### src/rtl/bcd_disp_pkg.sv
// bcd_disp_pkg: shared digit width and active-high 7-segment codes {g,f,e,d,c,b,a}
package bcd_disp_pkg;
  localparam int BCD_W = 4;
  localparam logic [6:0] SEG_0    = 7'h3F;
  localparam logic [6:0] SEG_1    = 7'h06;
  localparam logic [6:0] SEG_2    = 7'h5B;
  localparam logic [6:0] SEG_3    = 7'h4F;
  localparam logic [6:0] SEG_4    = 7'h66;
  localparam logic [6:0] SEG_5    = 7'h6D;
  localparam logic [6:0] SEG_6    = 7'h7D;
  localparam logic [6:0] SEG_7    = 7'h07;
  localparam logic [6:0] SEG_8    = 7'h7F;
  localparam logic [6:0] SEG_9    = 7'h6F;
  localparam logic [6:0] SEG_DASH = 7'h40;
  localparam logic [6:0] SEG_OFF  = 7'h00;
endpackage

### src/rtl/bcd_scan_display_dec.sv
// bcd_to_7seg: combinational BCD to active-high segments, dash for 10..15, off when blanked
module bcd_to_7seg
  import bcd_disp_pkg::*;
(
  input  logic [BCD_W-1:0] bcd,
  input  logic             blank,
  output logic [6:0]       seg
);
  logic [6:0] raw;
  always_comb begin
    case (bcd)
      4'd0:    raw = SEG_0;
      4'd1:    raw = SEG_1;
      4'd2:    raw = SEG_2;
      4'd3:    raw = SEG_3;
      4'd4:    raw = SEG_4;
      4'd5:    raw = SEG_5;
      4'd6:    raw = SEG_6;
      4'd7:    raw = SEG_7;
      4'd8:    raw = SEG_8;
      4'd9:    raw = SEG_9;
      default: raw = SEG_DASH;
    endcase
  end
  assign seg = blank ? SEG_OFF : raw;
endmodule

### src/rtl/bcd_scan_display.sv
// bcd_scan_display: frame-coherent snapshot of BCD digits scanned onto a multiplexed 7-segment display
module bcd_scan_display
  import bcd_disp_pkg::*;
#(
  parameter int NUM_DIGITS     = 4,
  parameter int REFRESH_DIV    = 50000,
  parameter bit SEG_ACTIVE_LOW = 1'b1
) (
  input  logic                        clk,
  input  logic                        rst,
  input  logic                        en,
  input  logic                        lzb_en,
  input  logic [NUM_DIGITS*BCD_W-1:0] digits,
  output logic [NUM_DIGITS-1:0]       an,
  output logic [6:0]                  seg,
  output logic                        frame_start
);
  localparam int CW = $clog2(REFRESH_DIV);
  localparam int IW = $clog2(NUM_DIGITS);
  localparam logic [CW-1:0] CNT_MAX = CW'(REFRESH_DIV - 1);
  localparam logic [IW-1:0] IDX_MAX = IW'(NUM_DIGITS - 1);
  localparam logic [NUM_DIGITS-1:0] AN_INV = {NUM_DIGITS{SEG_ACTIVE_LOW}};
  localparam logic [6:0] SEG_INV = {7{SEG_ACTIVE_LOW}};
  logic [CW-1:0]               cnt;
  logic [IW-1:0]               idx;
  logic [NUM_DIGITS*BCD_W-1:0] snap;
  logic [BCD_W-1:0]            cur;
  logic [NUM_DIGITS-1:0]       sel;
  logic [6:0]                  dec;
  logic                        tick;
  logic                        nz_above;
  logic                        blank;
  assign tick = cnt == CNT_MAX;
  always_comb begin
    cur = '0;
    sel = '0;
    nz_above = 1'b0;
    for (int i = 0; i < NUM_DIGITS; i++) begin
      if (IW'(i) == idx) begin
        cur = snap[i*BCD_W +: BCD_W];
        sel[i] = 1'b1;
      end
      if (IW'(i) >= idx && snap[i*BCD_W +: BCD_W] != '0) nz_above = 1'b1;
    end
  end
  assign blank = lzb_en && idx != '0 && !nz_above;
  bcd_to_7seg u_dec (
    .bcd   (cur),
    .blank (blank),
    .seg   (dec)
  );
  always_ff @(posedge clk) begin
    if (!rst) begin
      cnt         <= '0;
      idx         <= '0;
      snap        <= '0;
      frame_start <= 1'b0;
      an          <= AN_INV;
      seg         <= SEG_OFF ^ SEG_INV;
    end else begin
      cnt         <= tick ? '0 : cnt + 1'b1;
      idx         <= tick ? (idx == IDX_MAX ? '0 : idx + 1'b1) : idx;
      snap        <= (tick && idx == IDX_MAX) ? digits : snap;
      frame_start <= tick && idx == IDX_MAX;
      an          <= (en ? sel : '0) ^ AN_INV;
      seg         <= (en ? dec : SEG_OFF) ^ SEG_INV;
    end
  end
endmodule

### config.mk
export PLATFORM = sky130hd
export DESIGN_NAME = bcd_scan_display
export DESIGN_NICKNAME = d
export VERILOG_FILES = /design/src/rtl/bcd_disp_pkg.sv /design/src/rtl/bcd_scan_display_dec.sv /design/src/rtl/bcd_scan_display.sv
export SDC_FILE = /design/constraint.sdc
export NUM_CORES = 1
export LEC_CHECK = 0
export BUFFER_PORTS_ARGS = -buffer_cell sky130_fd_sc_hd__buf_2
export CAP_MARGIN = 20
export CORE_MARGIN = 4
export CORE_UTILIZATION = 45
export CTS_CLUSTER_SIZE = 30
export DETAILED_ROUTE_END_ITERATION = 8
export PLACE_DENSITY_LB_ADDON = 0.05
export SLEW_MARGIN = 15
export SYNTH_ARGS = -nofsm -noshare
export SYNTH_HDL_FRONTEND = slang
export SYNTH_SLANG_ARGS = --single-unit
### constraint.sdc
create_clock -name clk -period 4.72 [get_ports clk]
set_clock_uncertainty 0.1 [all_clocks]
set_input_delay 0.472 -clock clk [delete_from_list [all_inputs] [get_ports clk]]
set_output_delay 0.472 -clock clk [all_outputs]
set_load 0.05 [all_outputs]
Word level (Yosys, flattened, before mapping)
Memories as Yosys holds them, arrays and structs flattened.
Index checks and enable logic that the tools add are counted.

operators by class
  add/sub/neg operators = 2
  multipliers = 0
  divide/modulo/power cells = 0
  magnitude comparators = 4
  equal/unequal tests = 5
  shifts and indexed selects = 0
  mux-type cells = 16
  bitwise logic cells = 3
  reduce and logical (&&, ||, !) cells = 15

operators with widths
  kind                                                number
  2-to-1 mux 4 bit                                    5
  adder 16 x 1 -> 16 bit, second input constant       1
  == test 16 bit, second input constant               1
  nonzero test 4 bit                                  4
  2-to-1 mux 7 bit                                    2
  2-to-1 mux 1 bit                                    8
  logical AND 1 bit                                   7
  NOT 7 bit                                           1
  == test 2 bit, first input constant                 2
  >= comparator 1 x 2 -> 1 bit, first input constant  2
  >= comparator 2 bit, first input constant           2
  NOT 4 bit                                           1
  adder 2 x 1 -> 2 bit, second input constant         1
  == test 1 x 2 -> 1 bit, first input constant        1
  == test 2 bit, second input constant                1
  zero test 2 bit                                     1
  2-to-1 mux 2 bit                                    1
  nonzero test 2 bit                                  1
  OR reduction 2 bit                                  1
  zero test 1 bit                                     1
  NOT 1 bit                                           1

storage, ports and cells
  register bits = 46
  bits in latches = 0
  bits in writable memories = 0
  ROM bits = 112
  output and inout bits = 12
  logic and storage cells = 52
  memories kept = 1

memory list
  memory            depth  width  rd ports  clocked after memory_dff  write ports  RTL line                    source
  (name not given)  16     7      1         0                         0            bcd_scan_display_dec.sv:11  case (bcd)

Longest topological paths before layout
Gate-level depths: netlist of run 1.

  depth in word-level cells = 11
  mapped depth = 10
  mapped depth without buffers = 9

Modules after synthesis
From an unflattened synthesis of run 1, not the netlist that was laid out.

second synthesis, totals
  cells, all modules = 221
  area total of the unflattened synthesis = 2,031.9 µm²

modules (own cells, without submodules)
  module            times used  cells each  area an instance (µm²)  sequential area each (µm²)
  bcd_scan_display  1           188         1,816.7                 920.9
  bcd_to_7seg       1           33          215.2                   0.0

Worst setup path after synthesis of run 1
No wires, ideal clock.

  path kind = register to register
  start point = register idx[1]
  end point = register seg[5]
  arrival time = 2.030 ns
  required time = 4.541 ns
  slack = 2.511 ns
  stages on the path, launching flop included = 10
  buffers on the path = 1
  cell sequence = dfxtp_1 -> inv_1 -> ha_1 -> buf_6 -> nand3b_1 -> a221oi_2 -> inv_1 -> ha_1 -> or2_0 -> a32oi_1

between the ends
  cells in the longest elaborated chain, start to end = 11

ends and longest elaborated chain
  item                                                                         RTL line                    source
  start, declared                                                              bcd_scan_display.sv:25      logic [IW-1:0] idx;
  start signal, assigned                                                       bcd_scan_display.sv:62      idx <= tick ? (idx == IDX_MAX ? '0 : idx + 1'b1) : idx;
  parallel branches: the longest is 8 deep, another holds memory (16 x 7 bit)  n/a
  2-to-1 mux 7 bit (*)                                                         bcd_scan_display_dec.sv:25  assign seg = blank ? SEG_OFF : raw;
  2-to-1 mux 7 bit (*)                                                         bcd_scan_display.sv:66      seg <= (en ? dec : SEG_OFF) ^ SEG_INV;
  NOT 7 bit (no source line) (*)                                               n/a
  end signal, assigned                                                         bcd_scan_display.sv:59      seg <= SEG_OFF ^ SEG_INV;
  end signal, assigned                                                         bcd_scan_display.sv:66
  end, declared                                                                bcd_scan_display.sv:15      output logic [6:0] seg,

Mark *: on every way between the ends.
A chain may end at the register's enable or synchronous reset.

Worst setup path in the final report of run 1
  start point = register cnt[0]
  end point = register cnt[8]

between the ends
  cells in the longest elaborated chain, start to end = 2

ends and longest elaborated chain
  item                                                                            RTL line                source
  start, declared                                                                 bcd_scan_display.sv:24  logic [CW-1:0] cnt;
  start signal, assigned                                                          bcd_scan_display.sv:61  cnt <= tick ? '0 : cnt + 1'b1;
  parallel branches: the longest is 2 deep, another holds adder 16 x 1 -> 16 bit  n/a

Several ways; the timed one is not identified.

==> impl_metrics.json, run 1 <==
{
  "routedWlPerCell_microns": 14.12,
  "grt_start_max_net_pins": 22,
  "synth-warning-count": 0,
  "setup_repair_bufs_after_cts": 0,
  "cp.arrival_ns": 2.59,
  "num_io_pins": 32,
  "power_leakage_uw": 0.0008824,
  "max-cap-violations": 0,
  "ys_top_cells_by_area": "dfxtp_1, ha_1, nand3_1",
  "critical_path.startpoint": "cnt[0]",
  "rows": 25,
  "maxSlewViolCount": 0,
  "grt_pass1_wl_microns": 8107,
  "post-synth-top-area-fraction": 0.4096,
  "synthesis.nets": 275,
  "insertion_delay_ns": 0.30,
  "vias_per_cell": 5.242,
  "finalWeightedCongestion": 0.7518,
  "dpl.hpwl_microns": 3343,
  "worst_pin_slew_ns": 0.7463,
  "synth_seq_cells": 46,
  "antenna_cells": 0,
  "floorplan.die_area_sq_mm": 0.006191,
  "route.vias.total": 1756,
  "detail_route.wirelength_microns": 4729,
  "start_to_end_type_of_the_worst_setup_path": "reg -> reg",
  "fmax_mhz": 396.4,
  "crit_slowest_cell": "nand2_1",
  "drive_above_1_share": 0.1978,
  "area_delta_synth_final_pct": 10.52,
  "multi_input_gate_area_in_the_final_layout_sq_mm": 0.001190,
  "number_of_antenna_violations_at_the_first_check_in_global_routing": 0,
  "detailedRoute.firstPassIterationCount": 4,
  "worst_setup_path_start_kind": "register",
  "worstSetupPathDepth": 5,
  "global_route.usage.total": 0.1635,
  "number_of_flops_mapped_to_enable_cells_by_yosys": 0,
  "path_max_fanout": 21,
  "fp.coreArea_sq_mm": 0.004786,
  "ctsLongestPathBuffers": 2,
  "root_buffer_cell": "clkbuf_8",
  "report.final.hold_viol_count": 0,
  "die_w_microns": 78.69,
  "timing.setup.tns_ns": 0,
  "first_global_vias": 1639,
  "synthDistinctLibCells": 48,
  "synth_async_sr_flop_share": 0,
  "synth.yosys.seq_area_share": 0.4096,
  "number_of_nets_in_the_layout": 298,
  "globalRouteOverflowTotal": 0,
  "min_path_type": "in -> reg",
  "reg2reg_from": "cnt[0]",
  "crit-reg2reg-capture": "cnt[8]",
  "critical_path.endpoint_type": "register",
  "rsz0062_at_grt": "false",
  "cpLargestDelayFamily": "simple AND/OR/NAND/NOR gates",
  "vdd_drop_max_uv": 164.8,
  "cts_buffer_count": 5,
  "worst_slack_ns": 2.198,
  "ys_dominant_reg_cell": "dfxtp_1",
  "synthesis.area_sq_mm": 0.002248,
  "timing.critical_path.buf_inv": 0,
  "synth_top_area_cell": "dfxtp_1",
  "status": "completed",
  "critical_path.cell_chain": "ha_1 > and3_1 > nand4_1 > nand2_1 > nor2_1",
  "timing.final.setup_violations": 0,
  "worstRegToRegCells": 5,
  "initial_core_util": 0.4698,
  "holdBufCountCts": 0,
  "worst_setup_path_endpoint": "cnt[8]",
  "numPortBuffers": 31,
  "dr.first_iter.drc_count": 89,
  "cp_data_required_time_ns": 4.79,
  "cts_repair_resize_count": 0,
  "max_slew_margin": 0.5010,
  "htree_num_levels": 2,
  "drc": 0,
  "clock-sinks": 46,
  "timing.final.crit_share": 0.5344,
  "die_height_microns": 78.69,
  "syn_inst": 244,
  "rrSetupSlack_ns": 2.20,
  "clk_pin_slew_worst_paths_ns": 0.09,
  "critical_path.max_stage_delay_ns": 0.67,
  "timing.final.crit_period_ns": 2.523,
  "synthesis.area_per_instance_sq_um": 9.215,
  "final_antenna_net_count": 0,
  "n_fill_cell": 482,
  "powerDensity_mw_per_mm2": 271.3,
  "preCtsSetupSlack_ns": 2.183,
  "area.sequential_sq_um": 920.9,
  "tritoncts_clock_tree": "yes"
}
kinds of logic after synthesis:
logic type	count (synthesis)	synth area share
and+or+nand+nor	87	0.2248
AOI/OAI and AO/OA	58	0.1786
DFF	46	0.4096
buffers and inverters	26	0.06121
xor gates and xnor gates	12	0.04674
adders and majority gates	11	0.06121
muxes	4	0.01781
stage by stage:
step | instances | hold WS, ns | util | total power (uW) | cell area (sq um)
after floorplan | 244 | 0.3261 | - | 426.6 | 2248
after global placement | 327 | 0.3398 | 0.5004 | 441.0 | 2395
after detailed placement | 327 | 0.3521 | 0.5004 | 441.0 | 2395
after CTS | 335 | 0.3035 | 0.5192 | 683.9 | 2485
after global routing | 335 | 0.3154 | 0.5192 | 705.1 | 2485
final | 335 | 0.3103 | 0.5192 | 674.1 | 2485
sequential cells by signal, summed over array words and instances (netlist names):
signal / count
frame_start: 1
idx: 2
snap: 16
an: 4
seg: 7
cnt: 16
placed cells by master, fill, tap and decap left out, types with 2 or more instances in the layout:
| master | count |
|---|---|
| and4_1 | 4 |
| ha_1 | 11 |
| nand4_1 | 4 |
| xor2_1 | 10 |
| a22oi_1 | 2 |
| nand2_1 | 14 |
| a211oi_1 | 2 |
| nor4_1 | 3 |
| mux2i_1 | 4 |
| clkbuf_8 | 5 |
| nand3_1 | 23 |
| a211oi_2 | 2 |
| and3_1 | 3 |
| a32oi_1 | 2 |
| inv_1 | 10 |
| nor4b_1 | 2 |
| dfxtp_1 | 46 |
| and2b_1 | 2 |
| nor3b_1 | 3 |
| a221oi_2 | 2 |
| buf_2 | 31 |
| a21oi_1 | 21 |
| o21ai_0 | 17 |
| o21ai_1 | 3 |
| nor2b_1 | 2 |
| nand3b_1 | 3 |
| xnor2_1 | 2 |
| nor2_1 | 13 |
| nor3b_2 | 2 |
report_power, final:
group          internal (uW)  switching [uW]
clock                    104             138
combinational           11.6            24.4
sequential               393            2.33
Yosys cell counts (all sizes together), types with 4 or more instances:
cell type	n
and4	4
o21ai	20
nand4	4
inv	10
clkbuf	6
buf	10
dfxtp	46
ha	11
xor2	10
nor2	13
nand3	23
nand3b	4
mux2i	4
nand2	15
a21oi	21
nor3b	5
a211oi	5
worst min path at each step:
stage                     cells past startpoint       end        from
final                                         3  snap[10]  digits[10]
after floorplan                               1    cnt[0]      cnt[0]
after detailed placement                      1    cnt[0]      cnt[0]
after CTS                                     3   snap[6]   digits[6]
after global routing                          3  snap[14]  digits[14]
after global placement                        1    cnt[0]      cnt[0]
tightest hold or removal path, delay by kind of cell:
family          cells  cell delay (ns)
compound gates      1             0.05
buf+inv             1             0.10
simple gates        1             0.05
metal layers:
layer  global-route usage  routed length, microns  vias up  part of all wire
met1               0.2308                    2425      820              0.51
met5                    0                       0        -                 0
li1                     -                       -      910                 -
met4              0.04720                      33        0            0.0070
met3              0.03211                     151        4             0.032
met2               0.2521                    2118       22              0.45
final cells by class:
class / count / share of cell area
Clock buffer: 5 / 0.02769
Clock inverter: 3 / 0.008560
Inverter: 10 / 0.01511
Multi-Input combinational cell: 172 / 0.4789
Sequential cell: 46 / 0.3706
Tap cell: 67 / 0.03374
Timing Repair Buffer: 32 / 0.06546
No activity file was read; power rests on OpenSTA's default activity.
==> run 2, diff against run 1 <==
ABC_AREA = 1   (was unset)
clock period = 2.4 ns   (was 4.72 ns; I/O delays follow)
==> run 2 against run 1 <==
Total power grew 96%. Clock power grew 92%. Clock-buffer cell count grew 1. Final area grew 8.3%. Register-to-register slack lost 1.9 ns. Setup slack lost 1.9 ns. Global-route usage grew 0.83 points. Combinational power grew 110%. Routed wire length grew 9.0%. Via count grew 20%. Sequential share of layout area shrank 2.8 points. Area after synthesis grew 6.6%. Critical endpoint is now seg[3].
==> impl_metrics.json, run 2 <==
{
  "status": "completed",
  "busiest_grt_layer": "met1",
  "critical_path.endpoint_type": "register",
  "synth-warning-count": 0,
  "vias_per_cell": 4.951,
  "dpl.hpwl_microns": 3895,
  "die_height_microns": 80.97,
  "globalRouteOverflowTotal": 0,
  "synth_async_sr_flop_share": 0,
  "rows": 26,
  "min_path_type": "in -> reg",
  "max_slew_margin": 0.7377,
  "global_route.usage.total": 0.1718,
  "first_global_vias": 1931,
  "detailedRoute.firstPassIterationCount": 4,
  "synthesis.area_sq_mm": 0.002396,
  "area_delta_synth_final_pct": 12.32,
  "vdd_drop_max_uv": 283.7,
  "maxSlewViolCount": 0,
  "rsz0062_at_grt": "false",
  "synth_top_area_cell": "dfxtp_1",
  "registers_with_the_most_flip_flops": "cnt x16, snap x16, seg x7",
  "worst_setup_path_start_kind": "register",
  "timing.final.crit_share": 0.8765,
  "cpLargestDelayFamily": "simple AND/OR/NAND/NOR gates",
  "floorplan.die_area_sq_mm": 0.006556,
  "synthesis.nets": 356,
  "finalWeightedCongestion": 0.8663,
  "post-synth-top-area-fraction": 0.3843,
  "ys_dominant_reg_cell": "dfxtp_1",
  "final_antenna_net_count": 0,
  "routedWlPerCell_microns": 12.10,
  "synthesis.area_per_instance_sq_um": 7.372,
  "setup_repair_bufs_after_cts": 0,
  "synth.yosys.seq_area_share": 0.3843,
  "met2_usage": 0.2488,
  "fp.coreArea_sq_mm": 0.005140,
  "p_comb_frac": 0.058,
  "cellInternalPower_uw": 1018,
  "number_of_nets_in_the_layout": 388,
  "route.vias.total": 2109,
  "timing.setup.tns_ns": 0,
  "layout.cells.most_common_list": "nand2_1, dfxtp_1, nand3_1",
  "initial_core_util": 0.4662,
  "synth_seq_cells": 46,
  "die_w_microns": 80.97,
  "synth_adder_area_share": 0.05744,
  "most_common_cell_after_layout_fill_and_taps_aside": "nand2_1",
  "clk_pin_slew_worst_paths_ns": 0.08,
  "timing.hold.ws_ns": 0.07522,
  "tritoncts_clock_tree": "yes",
  "clock-sinks": 46,
  "cp.arrival_ns": 2.18,
  "path_max_fanout": 9,
  "critical_path.cell_chain": "ha_1 > inv_1 > or2_2 > nand2_1 > inv_1 > ha_1 > inv_1 > nand3_1 > nand3_1 > nand3_1",
  "cts_repair_resize_count": 0,
  "switching_share": 0.2279,
  "synth_xor_xnor_area_share": 0,
  "critical_path.max_stage_delay_ns": 0.43,
  "holdBufCountCts": 0,
  "met1_usage": 0.2580,
  "synthSimpleGateAreaFrac": 0.4219,
  "max-cap-violations": 0,
  "placed_cells_incl_taps": 420,
  "timing.final.setup_violations": 0,
  "fmax_mhz": 475.4,
  "power.switching_uw": 300.6,
  "leading_cell_type_by_number_of_instances_after_synthesis": "nand2_1",
  "detail_route.wirelength_microns": 5153,
  "start_to_end_type_of_the_worst_setup_path": "reg -> reg",
  "insertion_delay_ns": 0.30,
  "combinational_family_with_the_most_area_after_synthesis": "simple AND/OR/NAND/NOR gates",
  "clockPowerShare": 0.353,
  "power_leakage_uw": 0.001236,
  "final_cell_count_no_fill": 426,
  "synth_compound_area_frac": 0.05326,
  "crit_slowest_cell": "dfxtp_1",
  "drc": 0,
  "root_buffer_cell": "clkbuf_8",
  "grt_pass1_wl_microns": 8832,
  "number_of_antenna_violations_at_the_first_check_in_global_routing": 0,
  "antenna_cells": 0,
  "number_of_flops_mapped_to_enable_cells_by_yosys": 0,
  "htree_num_levels": 2,
  "timing.critical_path.buf_inv": 3,
  "cts_buffer_count": 5,
  "power.sequential.fraction": 0.589,
  "powerDensity_mw_per_mm2": 490.1,
  "report.final.hold_viol_count": 0,
  "drive_above_1_share": 0.2022,
  "util_after_layout": 0.5236,
  "synth.area.mux_share": 0,
  "ctsLongestPathBuffers": 2,
  "cp_data_required_time_ns": 2.48,
  "numPortBuffers": 31,
  "num_io_pins": 32,
  "grt.met3_usage": 0.03659,
  "worst_pin_slew_ns": 0.3935,
  "timing.final.crit_period_ns": 2.104,
  "dr.first_iter.drc_count": 84,
  "yosys-top-cells-count": "nand2_1, dfxtp_1, nand3_1, inv_1, nor2_1",
  "ys_top_cells_by_area": "dfxtp_1, nand2_1, nand3_1",
  "syn_inst": 325,
  "grt_start_max_net_pins": 35,
  "synthDistinctLibCells": 27
}
[run 2: cell types whose count changed after synthesis, sizes merged, moves of 4 or more]
| cell | before | now |
|---|---|---|
| a211oi | 5 | 0 |
| and4 | 4 | 0 |
| inv | 10 | 37 |
| mux2i | 4 | 0 |
| nand2 | 15 | 86 |
| nand3 | 23 | 46 |
| nand4 | 4 | 23 |
| nor2 | 13 | 29 |
| nor3 | 1 | 7 |
| o21ai | 20 | 4 |
| xor2 | 10 | 0 |
[run 2: path summary, 6_finish.rpt]
check / start / endpoint / slack, ns / depth (start not counted)
max: idx[0] / seg[3] / 0.30 / 10
min: digits[5] / snap[5] / 0.08 / 3
max reg2reg: idx[0] / seg[3] / 0.30 / 10
min reg2reg: cnt[0] / cnt[0] / 0.36 / 1
[run 2: per-layer routing]
layer / share of wire / wire length, microns
met1: 0.53 / 2733
met2: 0.41 / 2110
met3: 0.048 / 249
met4: 0.011 / 59
met5: 0 / 0
[run 2: logic make-up (layout without fill, tap and decap cells)]
family,after synthesis,after routing
DFF,46,46
buffers and inverters,47,78
and+or+nand+nor,196,196
AOI/OAI and AO/OA,25,25
adders and majority gates,11,11
[run 2: power by group through the flow]
stage / sequential (uW) / clock (uW) / combinational [uW]
after floorplan: 818 / 0 / 28.2
after global placement: 795 / 0 / 76.7
after detailed placement: 795 / 0 / 77.0
after global routing: 778 / 503 / 84.4
final: 777 / 466 / 76.0
after CTS: 777 / 476 / 77.1
[run 2: metrics by stage]
stage | instance area, sq um | setup slack, ns | power, uW
floorplan | 2396 | 0.5584 | 846.3
global placement | 2609 | 0.3704 | 871.8
detailed placement | 2609 | 0.3289 | 872.4
CTS | 2691 | 0.3094 | 1330
global route | 2691 | 0.07339 | 1366
finish | 2691 | 0.2965 | 1319
[run 2: cell type report]
type	count	area [sq um]
clock buffers	6	82.58
fillers	552	2449
well taps	70	87.58
inverters	37	138.9
repair buffers	35	185.2
flip-flops and latches	46	920.9
multi-input cells	232	1276
[run 2: tightest hold or removal path: cells and delay by family]
kind	cells	cell delay, ns
AND/OR/NAND/NOR	2	0.13
buffers and inverters	1	0.08
==> run 3, diff against run 2 <==
REMOVE_ABC_BUFFERS = 1   (was unset)
==> run 3 against run 2 <==
Global-route usage about the same. Flip-flop and latch count unchanged. Core utilization about the same. Routed wire length down 1.6%. Sequential power about the same.
==> impl_metrics.json, run 3 (synthesis gave the netlist of run 2 again) <==
{
  "n_fill_cell": 540,
  "most_common_cell_after_layout_fill_and_taps_aside": "nand2_1",
  "path_max_fanout": 6,
  "holdBufCountCts": 0,
  "max_slew_margin": 0.7629,
  "cp.arrival_ns": 2.16,
  "start_to_end_type_of_the_worst_setup_path": "reg -> reg",
  "clockPowerShare": 0.336,
  "globalRouteOverflowTotal": 0,
  "worst_pin_slew_ns": 0.3538,
  "first_global_vias": 1946,
  "grt_start_max_net_pins": 26,
  "report.final.hold_viol_count": 0,
  "ctsLongestPathBuffers": 2,
  "preCtsSetupSlack_ns": 0.3243,
  "cts_buffer_count": 5,
  "worstSetupPathDepth": 9,
  "rows": 26,
  "number_of_nets_in_the_layout": 389,
  "setup_repair_bufs_after_cts": 0,
  "maxSlewViolCount": 0,
  "switching_share": 0.2246,
  "timing.final.crit_period_ns": 2.075,
  "htree_num_levels": 2,
  "timing.final.setup_violations": 0,
  "max-cap-violations": 0,
  "tritoncts_clock_tree": "yes",
  "worstRegToRegCells": 9,
  "drc": 0,
  "worst_slack_ns": 0.3246,
  "p_comb_frac": 0.059,
  "cp_data_required_time_ns": 2.48,
  "die_height_microns": 80.97,
  "initial_core_util": 0.4662,
  "power_leakage_uw": 0.001236,
  "timing.critical_path.buf_inv": 1,
  "critical_path.endpoint_type": "register",
  "critical_path.cell_chain": "ha_1 > inv_1 > nand3_1 > nand2_1 > a21boi_1 > ha_1 > nand3_1 > a21oi_1 > nand2_1",
  "insertion_delay_ns": 0.29,
  "number_of_antenna_violations_at_the_first_check_in_global_routing": 0,
  "num_io_pins": 32,
  "rsz0062_at_grt": "false",
  "critical_path.max_stage_delay_ns": 0.43,
  "min_path_type": "in -> reg",
  "area_delta_synth_final_pct": 12.38,
  "vias_per_cell": 4.951,
  "fp.coreArea_sq_mm": 0.005140,
  "detail_route.wirelength_microns": 5071,
  "cts_repair_resize_count": 0,
  "root_buffer_cell": "clkbuf_8",
  "floorplan.die_area_sq_mm": 0.006556,
  "drive_above_1_share": 0.2011,
  "power.sequential.fraction": 0.604,
  "hold-path-cell-count": 3,
  "numPortBuffers": 31,
  "dpl.hpwl_microns": 3902,
  "fmax_mhz": 481.8,
  "routedWlPerCell_microns": 11.85,
  "global_route.usage.total": 0.1718,
  "timing.final.crit_share": 0.8648,
  "power.switching_uw": 288.7,
  "dr.first_iter.drc_count": 107,
  "cpLargestDelayFamily": "adder cells",
  "clock-sinks": 46,
  "detailedRoute.firstPassIterationCount": 4,
  "final_antenna_net_count": 0,
  "clk_pin_slew_worst_paths_ns": 0.08,
  "worst_setup_path_start_kind": "register",
  "status": "completed",
  "powerDensity_mw_per_mm2": 477.4,
  "registers_with_the_most_flip_flops": "cnt x16, snap x16, seg x7",
  "route.vias.total": 2119,
  "cellInternalPower_uw": 996.7,
  "timing.setup.tns_ns": 0,
  "layout.cells.most_common_list": "nand2_1, dfxtp_1, nand3_1",
  "die_w_microns": 80.97,
  "finalWeightedCongestion": 0.8832,
  "antenna_cells": 0,
  "grt_pass1_wl_microns": 8825,
  "vdd_drop_max_uv": 288.0,
  "crit_slowest_cell": "dfxtp_1"
}
## run 3: worst min-delay path: stages
cell	delay, ns
buf_2	0.07
nand4_1	0.07
nand2_1	0.06
## run 3: worst paths after layout
check	start	end	slack, ns
setup / recovery	idx[0]	seg[4]	0.32
hold / removal	digits[5]	snap[5]	0.09
setup reg to reg	idx[0]	seg[4]	0.32
hold reg to reg	cnt[0]	cnt[0]	0.35
## run 3: layout make-up
type / instances / area [sq um] / area share
inverters: 37 / 138.9 / 0.05158
repair buffers: 36 / 192.7 / 0.07156
flip-flops and latches: 46 / 920.9 / 0.3420
multi-input cells: 232 / 1276 / 0.4740
well taps: 70 / 87.58 / 0.03253
clock buffers: 7 / 76.32 / 0.02835
## run 3: through the flow
stage	hold slack, ns	std cells	instance area, sq um	utilization	power (uW)
after floorplan	0.2652	315	2336	-	835.0
after global placement	0.3350	421	2616	0.5090	871.8
after detailed placement	0.3439	421	2616	0.5090	872.5
after CTS	0.07696	428	2693	0.5239	1313
after global routing	0.08652	428	2693	0.5239	1355
final	0.08549	428	2693	0.5239	1285
## run 3: per-layer routing
metal,global-route usage,up-vias,part of all wire
li1,-,1136,-
met1,0.2486,922,0.52
met2,0.2488,52,0.41
met3,0.03215,9,0.057
met4,0.06926,0,0.019
met5,0,-,0
## run 3: power groups by stage
stage	Combinational [uW]	Clock, uW	Sequential (uW)
floorplan	16.9	0	818
global placement	76.9	0	795
detailed placement	77.5	0	795
CTS	77.4	459	777
global route	84.0	492	779
finish	76.4	432	777
